File: src/rtl/serial_pkg.sv
// Shared definitions for the serial frame receiver.
// State encoding, line levels and the even-parity convention.
package serial_pkg;

    typedef enum logic [1:0] {
        ST_IDLE   = 2'd0,
        ST_DATA   = 2'd1,
        ST_PARITY = 2'd2
    } state_t;

    localparam logic IDLE_LEVEL  = 1'b0;
    localparam logic START_LEVEL = 1'b1;

    // Even parity: the ones across data+parity must be even.
    function automatic logic even_par_err(
        input logic data_xor,
        input logic par_bit
    );
        return data_xor ^ par_bit;
    endfunction

endpackage

File: src/rtl/frame_output_slot.sv
// One-entry valid/ready holding register for received frames.
// A frame arriving while the slot is occupied is dropped and flagged.
module frame_output_slot #(
    parameter int WIDTH = 4
) (
    input  logic             Clk,
    input  logic             Reset_n,
    input  logic             i_load,
    input  logic [WIDTH-1:0] i_data,
    input  logic             i_err,
    input  logic             i_ready,
    input  logic             i_ovr_clr,
    output logic [WIDTH-1:0] o_data,
    output logic             o_valid,
    output logic             o_err,
    output logic             o_overrun
);

    logic [WIDTH-1:0] r_data;
    logic             r_valid;
    logic             r_err;
    logic             r_overrun;
    logic             w_slot_free;

    assign w_slot_free = !r_valid || i_ready;

    always_ff @(posedge Clk or negedge Reset_n) begin
        if (!Reset_n) begin
            r_data    <= '0;
            r_valid   <= 1'b0;
            r_err     <= 1'b0;
            r_overrun <= 1'b0;
        end else begin
            if (i_load && w_slot_free) begin
                r_data  <= i_data;
                r_err   <= i_err;
                r_valid <= 1'b1;
            end else if (r_valid && i_ready) begin
                r_valid <= 1'b0;
            end
            // A new drop outranks a clear on the same edge.
            if (i_load && !w_slot_free) begin
                r_overrun <= 1'b1;
            end else if (i_ovr_clr) begin
                r_overrun <= 1'b0;
            end
        end
    end

    assign o_data    = r_data;
    assign o_valid   = r_valid;
    assign o_err     = r_err;
    assign o_overrun = r_overrun;

endmodule

File: src/rtl/serial_frame_receiver.sv
// Start-bit framed, MSB-first, even-parity serial deserialiser
// with a valid/ready parallel output and sticky overrun flag.
module serial_frame_receiver
    import serial_pkg::*;
#(
    parameter int WIDTH = 4
) (
    input  logic             Clk,
    input  logic             Reset_n,
    input  logic             SerialIn,
    input  logic             BitValid,
    input  logic             OutReady,
    input  logic             OverrunClr,
    output logic [WIDTH-1:0] ParallelOut,
    output logic             OutValid,
    output logic             ParityErr,
    output logic             Overrun,
    output logic             Busy
);

    localparam int CW = (WIDTH > 2) ? $clog2(WIDTH) : 1;
    localparam logic [CW-1:0] CNT_LAST = CW'(WIDTH - 1);

    state_t           r_state;
    logic [CW-1:0]    r_cnt;
    logic [WIDTH-1:0] r_sreg;
    logic             w_load;
    logic             w_err;

    always_ff @(posedge Clk or negedge Reset_n) begin
        if (!Reset_n) begin
            r_state <= ST_IDLE;
            r_cnt   <= '0;
            r_sreg  <= '0;
        end else if (BitValid) begin
            unique case (r_state)
                ST_IDLE: begin
                    if (SerialIn == START_LEVEL) begin
                        r_state <= ST_DATA;
                        r_cnt   <= '0;
                    end
                end
                ST_DATA: begin
                    r_sreg <= {r_sreg[WIDTH-2:0], SerialIn};
                    r_cnt  <= r_cnt + 1'b1;
                    if (r_cnt == CNT_LAST) begin
                        r_state <= ST_PARITY;
                    end
                end
                ST_PARITY: r_state <= ST_IDLE;
                default:   r_state <= ST_IDLE;
            endcase
        end
    end

    assign w_load = BitValid && (r_state == ST_PARITY);
    assign w_err  = even_par_err(^r_sreg, SerialIn);
    assign Busy   = (r_state != ST_IDLE);

    frame_output_slot #(
        .WIDTH(WIDTH)
    ) u_slot (
        .Clk      (Clk),
        .Reset_n  (Reset_n),
        .i_load   (w_load),
        .i_data   (r_sreg),
        .i_err    (w_err),
        .i_ready  (OutReady),
        .i_ovr_clr(OverrunClr),
        .o_data   (ParallelOut),
        .o_valid  (OutValid),
        .o_err    (ParityErr),
        .o_overrun(Overrun)
    );

endmodule

File: config.mk
export PLATFORM = sky130hd
export DESIGN_NAME = serial_frame_receiver
export DESIGN_NICKNAME = d
export VERILOG_FILES = /design/src/rtl/serial_pkg.sv /design/src/rtl/frame_output_slot.sv /design/src/rtl/serial_frame_receiver.sv
export SDC_FILE = /design/constraint.sdc
export NUM_CORES = 1
export LEC_CHECK = 0
export CAP_MARGIN = 5
export CORE_MARGIN = 8
export CORE_UTILIZATION = 43
export DETAILED_ROUTE_END_ITERATION = 10
export HOLD_SLACK_MARGIN = 0.02
export PLACE_DENSITY = 0.72
export SLEW_MARGIN = 20
export SYNTH_ARGS = -nofsm -noshare
export SYNTH_HDL_FRONTEND = slang
export SYNTH_SLANG_ARGS = --single-unit
export TNS_END_PERCENT = 100
File: constraint.sdc
create_clock -name Clk -period 1.3 [get_ports Clk]
set_clock_uncertainty 0.2 [all_clocks]
set_input_delay 0.13 -clock Clk [delete_from_list [all_inputs] [get_ports Clk]]
set_output_delay 0.13 -clock Clk [all_outputs]
set_load 0.05 [all_outputs]
==> Yosys cells after proc, flatten, opt, wreduce, memory -nomap -nowiden <==
Cells that the tools add are included.
{ "word_totals": {"mem_bits_rw": 0, "output_inout_bits": 8, "inputBits": 6, "n_memories": 0, "romBits": 0, "ff_bits": 15, "latchBits": 0} }
{ "op_classes": {"reduce_logical": 16, "add_sub_neg": 1, "muxes": 9, "shifts": 0, "bitwise_logic": 1, "n_mul": 0, "eq_ne": 5, "order_cmp": 0, "div": 0} }
{ "op_table": {"columns": ["cell", "count"], "rows": [
  ["2-bit case mux with 2 select lines", 2],
  ["2-bit nonzero test", 4],
  ["2-bit two-way mux", 3],
  ["3-bit AND reduction", 2],
  ["2-bit == test (second input constant)", 2],
  ["1-bit logical AND", 4],
  ["1-bit two-way mux", 4],
  ["2-bit inequality test (second input constant)", 2],
  ["4-bit parity", 1],
  ["2-bit by 1-bit adder with 2-bit output (second input constant)", 1],
  ["2-bit by 1-bit == test with 1-bit output (second input constant)", 1],
  ["1-bit zero test", 2],
  ["2-bit zero test", 1],
  ["2-bit AND reduction", 1],
  ["1-bit logical OR", 1],
  ["1-bit XOR", 1]
]} }

==> Depth between registers and ports, before layout <==
Gate-level depths: netlist (run 1).
{ "depth": {"word_depth": 5, "depth_mapped": 4, "depth_no_buf": 4} }

==> Modules after synthesis <==
Synthesis (run 1) repeated with hierarchy kept, for this count alone.
{ "unflattened": {"cells_unflattened": 50, "area_unflattened_um2": 699.4} }
{ "by_module_without_submodules": {"columns": ["module", "area_per_inst_um2", "instances", "cells_per_inst"], "rows": [
  ["serial_frame_receiver", 406.6, 1, 32],
  ["frame_output_slot", 292.8, 1, 18]
]} }

==> Worst setup path after synthesis (run 1) <==
OpenSTA, ideal clock, no wires.
{ "synth_path": {"path_type": "reg2reg", "from": "reg u_slot.r_valid (netlist: u_slot.o_valid)", "to": "reg u_slot.r_data[0] (netlist: u_slot.o_data[0])", "arrival_time_ps": 1274, "setup_slack_ps": -298, "stages_incl_launch_ff": 4, "path_cell_list": "dfrtp_1 nand2b_1 nor2b_4 mux2_2"} }
{ "synth_via": {"elab_chain_cells": 3} }
{ "synth_lines": {"columns": ["element", "line", "text"], "rows": [
  ["start: declaration", "frame_output_slot.sv:20", "logic r_valid;"],
  ["start signal: assignment", "frame_output_slot.sv:30", "r_valid <= 1'b0;"],
  ["start signal: assignment", "frame_output_slot.sv:37", "r_valid <= 1'b1;"],
  ["start signal: assignment", "frame_output_slot.sv:39", "r_valid <= 1'b0;"],
  ["1-bit zero test", "frame_output_slot.sv:25", "assign w_slot_free = !r_valid || i_ready;"],
  ["1-bit logical OR", "frame_output_slot.sv:25", null],
  ["1-bit logical AND", "frame_output_slot.sv:34", "if (i_load && w_slot_free) begin"],
  ["end signal: assignment", "frame_output_slot.sv:35", "r_data <= i_data;"],
  ["end: declaration", "frame_output_slot.sv:19", "logic [WIDTH-1:0] r_data;"]
]} }
No other way between the ends.
A chain may end at the register's enable or synchronous reset.

==> Worst setup path after layout (run 1) <==
{ "layout_path": {"from": "reg r_state[1]", "to": "out Busy"} }
{ "layout_via": {"elab_chain_cells": 1} }
{ "layout_lines": {"columns": ["element", "line", "text"], "rows": [
  ["start: declaration", "serial_frame_receiver.sv:24", "state_t r_state;"],
  ["start signal: assignment", "serial_frame_receiver.sv:32", "r_state <= ST_IDLE;"],
  ["start signal: assignment", "serial_frame_receiver.sv:39", "r_state <= ST_DATA;"],
  ["start signal: assignment", "serial_frame_receiver.sv:47", "r_state <= ST_PARITY;"],
  ["2-bit nonzero test", "serial_frame_receiver.sv:58", "assign Busy = (r_state != ST_IDLE);"],
  ["end: declaration", "serial_frame_receiver.sv:18", "output logic Busy"]
]} }
No other way between the ends.

==> reports/qor.txt, run 1 <==
Status - finished with violations
Failing checks - setup timing
Most frequent cell after synthesis - dfrtp_1
Pin count of the biggest net entering global routing - 16
Die Y - 55.9 um
CTS clk-pin slew, worst paths - 0.09 ns
Vias in the first global route - 545
H-tree depth - 1
Hold_ws - 0.216 ns
I/O pins - 14
Final setup viols - 14
DR DRC count - 0
Most instantiated cells after synthesis - dfrtp_1, mux2_2
Drt pass-1 iters - 3
Starting Density - 45.3%
First-pass GRT wire length - 2510 um
CP Max Fanout - 4
Clk buf depth - 2
Total CTS buffers - 3
Cell Chain, Critical Path - or2_4 > buf_8
Fin area - 1090 um2
Vias per Instance - 5.06
Cell count after synthesis - 47
Clock Sinks - 15
Seq cells post-synth - 15
Mean Syn Cell Area - 14.5 um2
PnR worst setup slack - -0.203 ns
Die X-Extent - 55.9 um
Req. time, crit path - 0.97 ns
Ys flop type - dfrtp_1
Clock root buffer master - clkbuf_4
Fin crit share - 116%
Max_slew headroom - 84.0%
Min Tclk post-route - 1.50 ns
Syn Std Cell Area - 683 um2
Antenna violations before repair - 0
Via count - 476
DP Area - 993 um2
Buffers added on ports - 13
Area added between synthesis and finish - 59.3%
Final hold vios - 0
CTS tree - built
Total global routing overflow - 0
Hold Path Origin - OverrunClr
R2r startpoint - r_sreg[0]
WHS Path Cells - 2
Max stage delay on crit path - 0.47 ns
Critical Path Sink Type - output port
First DRT Iteration DRCs - 2
Final ANT Viol Nets - 0
Num rows - 14
Unrepaired setup endpoints after global routing - true
Total core area - 1510 um2
Startpoint Class - flip-flop
Clk_lat worst skew - 0.29 ns
Asr flop ratio synth - 100%
Crit-path slowest cell - dfrtp_2
GRT Total Usage - 10.1%
Critical Path AT - 1.17 ns
WL/cell - 16.0 um
Min-delay worst type - input pin to flip-flop
Count of cell types in the netlist - 21
Launch point of the critical path - r_state[1]
Final HPWL DP - 1060 um
Yosys Warn Count - 0
Final WL - 1510 um
Synth top area share - 54.9%
Layout net count - 86
Layout cell share with drive strength beyond 1 - 55.1%
Ant. Diodes - 0
Max Cap Viol - 0
Die ar. - 3120 um2
Syn Nets - 54
RePlAce Congestion - 0.731
Max VDD drop - 1.59 mV
F_max - 666 MHz
Main area contributors after synthesis - dfrtp_1, mux2_2, nor2b_4
Final slew viol count - 0
Dominant cell type by area after synthesis - dfrtp_1
Setup CP Type - flip-flop to output port
EDFF count, synth - 0
Post-synthesis sequential area ratio - 54.9%
Reg2Reg Depth - 3
Worst Tran Pin Value - 0.239 ns
LEAKAGE - 0.536 nW
Power per cell area - 2450 nW/um2
==> stage by stage <==
stage | utilization, % | total power [mW] | TNS, ns | setup slack, ns | instances
floorplan | - | 1.61 | -1.05 | -0.202 | 47
global placement | 65.9 | 2.19 | -3.69 | -0.438 | 87
detailed placement | 65.9 | 2.24 | -4.04 | -0.466 | 87
CTS | 71.8 | 2.66 | -1.60 | -0.203 | 93
global route | 72.3 | 2.81 | -1.88 | -0.234 | 94
finish | 72.3 | 2.66 | -1.55 | -0.203 | 94
==> layout by cell type (no fill, tap or decap), types with 2 or more instances in the layout <==
cell,Yosys,final
dfrtp_1,15,13
buf_4,0,11
mux2_4,1,8
buf_12,0,7
clkdlybuf4s50_1,0,5
clkbuf_4,0,3
nor2b_4,2,2
inv_1,2,2
o22ai_1,2,2
mux2_2,9,2
buf_6,0,2
dfrtp_2,0,2
==> registers in the layout, summed over array words and instances (netlist names) <==
signal	count
u_slot.o_valid	1
u_slot.o_data	4
r_sreg	4
u_slot.o_err	1
u_slot.o_overrun	1
r_cnt	2
r_state	2
==> worst max-delay path, delay by kind of cell (launching register included) <==
family,cells,cell delay (ns)
and+or+nand+nor,1,0.27
buffers and inverters,1,0.15
DFF,1,0.47
==> what timing repair did <==
action / in CTS / in global routing
endpoints found under the setup margin: 11 / 14
hold buffers: 1 / 0
gates resized for setup: 13 / 1
pin swaps: 1 / 2
hold endpoints to repair: 15 / 0
setup buffers: 1 / 2
==> final timing paths <==
kind	endpoint	slack, ns
hold reg to reg	r_cnt[1]	0.32
max in group asynchronous	r_state[1]	0.22
hold / removal	u_slot.o_overrun	0.22
setup reg to reg	u_slot.o_err	-0.18
setup / recovery	Busy	-0.20
min in group asynchronous	u_slot.o_valid	0.50
==> report_power, final <==
group / total (mW) / leakage [nW] / switching, mW / internal, mW
Clock: 0.265 / 0.0150 / 0.146 / 0.119
Combinational: 1.55 / 0.335 / 0.651 / 0.899
Sequential: 0.847 / 0.185 / 0.187 / 0.659
==> cell families after synthesis <==
group | Yosys count | share of synthesized area, %
compound gates | 5 | 4.76
xor+xnor | 3 | 6.04
flops | 15 | 54.9
buf+inv | 2 | 1.10
fa+ha+maj | 1 | 1.83
simple gates | 10 | 12.8
mux | 11 | 18.5
==> layout make-up <==
| cell class | instances | area [um2] |
|---|---|---|
| inverter | 2 | 7.51 |
| multi-input combinational | 30 | 337 |
| timing repair buffer | 27 | 320 |
| sequential | 15 | 378 |
| fill | 106 | 418 |
| tap | 16 | 20.0 |
| clock buffer | 4 | 26.3 |
==> routing by layer <==
metal | GRT usage [%] | up-vias | share of wire, %
met5 | 0 | - | 0
met4 | 5.15 | 0 | 1.7
met3 | 4.34 | 3 | 6.2
met2 | 16.8 | 14 | 52
met1 | 10.5 | 233 | 41
li1 | - | 226 | -
No activity file was read; power rests on OpenSTA's default activity.
==> run 2: changes to the inputs <==
--- a/config.mk
+++ b/config.mk
@@ -6,11 +6,13 @@
 export NUM_CORES = 1
 export LEC_CHECK = 0
 export CAP_MARGIN = 5
+export CELL_PAD_IN_SITES_DETAIL_PLACEMENT = 1
+export CELL_PAD_IN_SITES_GLOBAL_PLACEMENT = 1
 export CORE_MARGIN = 8
-export CORE_UTILIZATION = 43
+export CORE_UTILIZATION = 35
 export DETAILED_ROUTE_END_ITERATION = 10
 export HOLD_SLACK_MARGIN = 0.02
-export PLACE_DENSITY = 0.72
+export PLACE_DENSITY_LB_ADDON = 0.1
 export SLEW_MARGIN = 20
 export SYNTH_ARGS = -nofsm -noshare
 export SYNTH_HDL_FRONTEND = slang
==> run 2 against run 1 <==
  * The run still ends with setup timing left
  * Clock power up 3%
  * Largest power group unchanged
  * Maximum frequency down 0.26%
  * Non-clock buffer count unchanged
  * Sequential cell count unchanged
  * Register-to-register slack about the same
  * First-iteration DRC count up 100%
  * Global-route usage down 0.72 points
  * Combinational power about the same
  * Sequential power down 0.5%
  * Critical path type unchanged
  * Count of clock-buffer cells in the layout down 1
  * Wire length up 2.7%
  * Worst setup slack worse by 0.0040 ns
==> reports/qor.txt, run 2 (synthesis results as in run 1) <==
WL/cell - 14.7 um
Final setup viols - 14
Starting Density - 35.9%
H-tree depth - 1
Clk buf depth - 2
Max VDD drop - 1.39 mV
Pin count of the biggest net entering global routing - 16
CP Max Fanout - 2
Total CTS buffers - 3
Family with the most delay on the worst path - flip-flops
Crit-path slowest cell - dfrtp_1
Hold_ws - 0.219 ns
LEAKAGE - 0.548 nW
Final slew viol count - 0
Layout net count - 86
GRT Total Usage - 9.37%
Vias per Instance - 4.61
Min-delay worst type - input pin to flip-flop
Clock Sinks - 15
Startpoint Class - flip-flop
Total global routing overflow - 0
Clock root buffer master - clkbuf_4
Max stage delay on crit path - 0.40 ns
Buffers added on ports - 13
Worst Tran Pin Value - 0.236 ns
Final hold vios - 0
CTS clk-pin slew, worst paths - 0.09 ns
Min Tclk post-route - 1.51 ns
Die Y - 60.2 um
Drt pass-1 iters - 2
Final HPWL DP - 1180 um
Req. time, crit path - 0.97 ns
DR DRC count - 0
Ant. Diodes - 0
First DRT Iteration DRCs - 4
Final WL - 1550 um
Vias in the first global route - 502
F_max - 664 MHz
Most common cell after layout, fill and taps aside - dfrtp_1
Final setup TNS - -1.43 ns
Num rows - 16
Final core occ - 58.6%
First-pass GRT wire length - 2390 um
Layout cell share with drive strength beyond 1 - 57.7%
RePlAce Congestion - 0.696
Power per cell area - 2380 nW/um2
Cell Chain, Critical Path - buf_6 > or2_4 > buf_8
Failing checks - setup timing
Fin crit share - 116%
Via count - 484
Antenna violations before repair - 0
Commonest cells after routing, fill and taps aside - dfrtp_1, buf_4, mux2_4
Max_slew headroom - 84.2%
Status - finished with violations
Area added between synthesis and finish - 63.2%
Unrepaired setup endpoints after global routing - true
Final Power - 2.65 mW
CTS tree - built
Clk_lat worst skew - 0.29 ns
PnR worst setup slack - -0.206 ns
Die X-Extent - 60.2 um
Critical Path AT - 1.18 ns
Sum of buffers and inverters on the critical path - 2
Max Cap Viol - 0
I/O pins - 14
Total core area - 1900 um2
Final ANT Viol Nets - 0
Critical Path Sink Type - output port
Die ar. - 3620 um2
Setup CP Type - flip-flop to output port
## run 2: cell count changes in the layout (fill, tap and decap cells not counted)
cell and delta:
nand2b_4 +1, mux2_2 -1, clkinv_2 +1, mux2_4 +1, nand2b_1 -1, clkbuf_1 -1
## run 2: timing repair
item | 4_1_cts | 5_1_grt
pin swaps | 4 | 0
hold buffers | 1 | 0
gates resized for setup | 10 | 5
buffers inserted | 2 | 0
endpoints found under the setup margin | 10 | 14
hold endpoints to repair | 15 | 0
## run 2: through the flow
| stage | instances | cell area [um2] | worst slack (ns) |
|---|---|---|---|
| after floorplan | 47 | 693 | -0.202 |
| after global placement | 98 | 1010 | -0.443 |
| after detailed placement | 98 | 1010 | -0.473 |
| after CTS | 105 | 1090 | -0.225 |
| after global routing | 105 | 1110 | -0.254 |
| final | 105 | 1110 | -0.206 |
## run 2: worst paths after layout
| path | from | endpoint | slack (ns) | cells after the start |
|---|---|---|---|---|
| setup / recovery | r_state[0] | Busy | -0.21 | 3 |
| hold / removal | OverrunClr | u_slot.o_overrun | 0.22 | 2 |
| setup reg to reg | r_sreg[0] | u_slot.o_err | -0.17 | 3 |
| hold reg to reg | r_cnt[1] | r_cnt[1] | 0.31 | 1 |
| max in group asynchronous | Reset_n | r_state[1] | 0.21 | 3 |
| min in group asynchronous | Reset_n | u_slot.o_err | 0.50 | 3 |
## run 2: report_power, final
group,internal [mW],switching [mW]
clock,0.115,0.159
sequential,0.659,0.184
combinational,0.895,0.638
## run 2: area by class of cell
type	count	area, um2
fill	188	787
sequential	15	378
tap	27	33.8
timing repair buffer	27	320
clock buffer	3	22.5
multi-input combinational	30	348
inverter	2	7.51
clock inverter	1	5.00
## run 2: worst register-to-register path, delay by kind of cell, from the launching register on
family    cells  cell delay (ns)
xor+xnor      2             0.52
flops         1             0.41
mux           1             0.25
## run 2: routing by layer
| metal | wire length [um] | vias up | track usage (%) |
|---|---|---|---|
| met1 | 705 | 243 | 10.5 |
| met4 | 38 | 0 | 6.12 |
| li1 | - | 225 | - |
| met2 | 727 | 11 | 14.9 |
| met3 | 76 | 5 | 2.80 |
| met5 | 0 | - | 0 |
==> run 3: changes to the inputs <==
--- a/config.mk
+++ b/config.mk
@@ -12,8 +12,8 @@
 export CORE_UTILIZATION = 35
 export DETAILED_ROUTE_END_ITERATION = 10
 export HOLD_SLACK_MARGIN = 0.02
-export PLACE_DENSITY_LB_ADDON = 0.1
-export SLEW_MARGIN = 20
+export PLACE_DENSITY = 0.81
+export SLEW_MARGIN = 15
 export SYNTH_ARGS = -nofsm -noshare
 export SYNTH_HDL_FRONTEND = slang
 export SYNTH_SLANG_ARGS = --single-unit
==> run 3 against run 2 <==
  * The run still ends with setup timing left
  * Clock power shrank 3%
  * Hold slack gained 0.064 ns
  * First-iteration DRC count is the same
  * Wire length grew 22%
  * Sequential cell count is the same
  * Core utilization grew 1.2 points
  * Count of clock-buffer cells in the layout grew 1
  * Register-to-register slack is essentially flat
  * Via count grew 4.1%
  * Sequential power is essentially flat
  * Non-clock buffer count grew 4
==> reports/qor.txt, run 3 (synthesis results as in run 1) <==
Startpoint Class - flip-flop
Total CTS buffers - 3
Total global routing overflow - 0
Via count - 504
Unrepaired setup endpoints after global routing - true
Critical Path AT - 1.18 ns
CTS clk-pin slew, worst paths - 0.08 ns
Fin crit share - 116%
Commonest cells after routing, fill and taps aside - buf_4, dfrtp_1, mux2_4, buf_12, clkdlybuf4s50_1
Num rows - 16
Critical Path Sink Type - output port
H-tree depth - 1
Inst Count DP - 99
Clk_lat worst skew - 0.29 ns
Die ar. - 3620 um2
Failing checks - setup timing
Final Power - 2.74 mW
Die X-Extent - 60.2 um
GRT Total Usage - 11.2%
Buffers added on ports - 13
Vias in the first global route - 606
Reg2Reg Depth - 3
First DRT Iteration DRCs - 4
Area added between synthesis and finish - 66.7%
Vias per Instance - 4.62
LEAKAGE - 0.553 nW
Min-delay worst type - input pin to flip-flop
CP Max Fanout - 2
Layout net count - 90
F_max - 664 MHz
Worst Tran Pin Value - 0.269 ns
Layout cell share with drive strength beyond 1 - 58.5%
CP endpoint - Busy
I/O pins - 14
Antenna violations before repair - 0
Status - finished with violations
Final ANT Viol Nets - 0
Starting Density - 35.9%
Max Cap Viol - 0
DR DRC count - 0
Die Y - 60.2 um
FF-to-FF End - u_slot.o_err
Worst R2R Setup Slack - -0.18 ns
Clk buf depth - 2
Post-route insts no fill - 109
Drt pass-1 iters - 3
Final slew viol count - 0
CTS tree - built
Final hold vios - 0
Final setup viols - 13
Max_slew headroom - 82.0%
PnR worst setup slack - -0.206 ns
Max VDD drop - 1.40 mV
First-pass GRT wire length - 2890 um
Min Tclk post-route - 1.51 ns
Setup CP Type - flip-flop to output port
Req. time, crit path - 0.97 ns
Power per cell area - 2400 nW/um2
Fin area - 1140 um2
Clock Sinks - 15
Final HPWL DP - 1340 um
Most common cell after layout, fill and taps aside - buf_4
Clock root buffer master - clkbuf_4
Final setup TNS - -1.59 ns
RePlAce Congestion - 0.793
DP Area - 1010 um2
Pin count of the biggest net entering global routing - 16
Total core area - 1900 um2
Ant. Diodes - 0
R2r startpoint - r_sreg[0]
WL/cell - 17.3 um
Launch point of the critical path - r_state[0]
Final WL - 1880 um
## run 3: area by class of cell
| cell class | instances | area [um2] |
|---|---|---|
| clock buffers | 4 | 26.3 |
| fillers | 195 | 763 |
| inverters | 2 | 7.51 |
| multi-input cells | 30 | 339 |
| flip-flops and latches | 15 | 378 |
| well taps | 27 | 33.8 |
| repair buffers | 31 | 354 |
## run 3: worst max-delay path, cell delays in order, from the launching register on
cell     delay (ns)
dfrtp_1        0.40
buf_6          0.12
or2_4          0.22
buf_8          0.15
## run 3: stage by stage
| stage | setup WS (ns) | util, % | hold WS (ns) |
|---|---|---|---|
| CTS | -0.220 | 58.6 | 0.272 |
| global route | -0.254 | 59.9 | 0.285 |
| finish | -0.206 | 59.9 | 0.283 |
| detailed placement | -0.445 | 53.4 | 0.271 |
| floorplan | -0.202 | - | -0.366 |
| global placement | -0.425 | 53.4 | 0.262 |
## run 3: timing repair
action                                  4_1_cts  5_1_grt
gates resized for setup                      11        2
pin swaps                                     3        1
hold endpoints to repair                     15        0
hold buffers                                  1        0
setup buffers                                 3        3
endpoints found under the setup margin       11       15
## run 3: worst min-delay path by stage
| stage | startpoint | to | cells after the start | slack (ns) |
|---|---|---|---|---|
| after detailed placement | Reset_n | u_slot.o_overrun | 2 | 0.27 |
| after global routing | OverrunClr | u_slot.o_overrun | 2 | 0.29 |
| after global placement | Reset_n | u_slot.o_overrun | 2 | 0.26 |
| after floorplan | Reset_n | r_cnt[0] | 0 | -0.37 |
| final | OverrunClr | u_slot.o_overrun | 2 | 0.28 |
| after CTS | OverrunClr | u_slot.o_overrun | 2 | 0.27 |
## run 3: routing by layer
| layer | vias up | routed length (um) | share of wire [%] | GRT usage, % |
|---|---|---|---|---|
| li1 | 234 | - | - | - |
| met1 | 257 | 675 | 36 | 11.4 |
| met2 | 11 | 1090 | 58 | 20.6 |
| met4 | 0 | 28 | 1.5 | 6.12 |
| met3 | 2 | 83 | 4.4 | 2.37 |
| met5 | - | 0 | 0 | 0 |
## run 3: where the power goes
| part | internal [mW] | total (mW) | switching [mW] |
|---|---|---|---|
| clock | 0.119 | 0.267 | 0.147 |
| combinational | 0.935 | 1.63 | 0.692 |
| sequential | 0.659 | 0.843 | 0.184 |
| total | 1.71 | 2.74 | 1.02 |
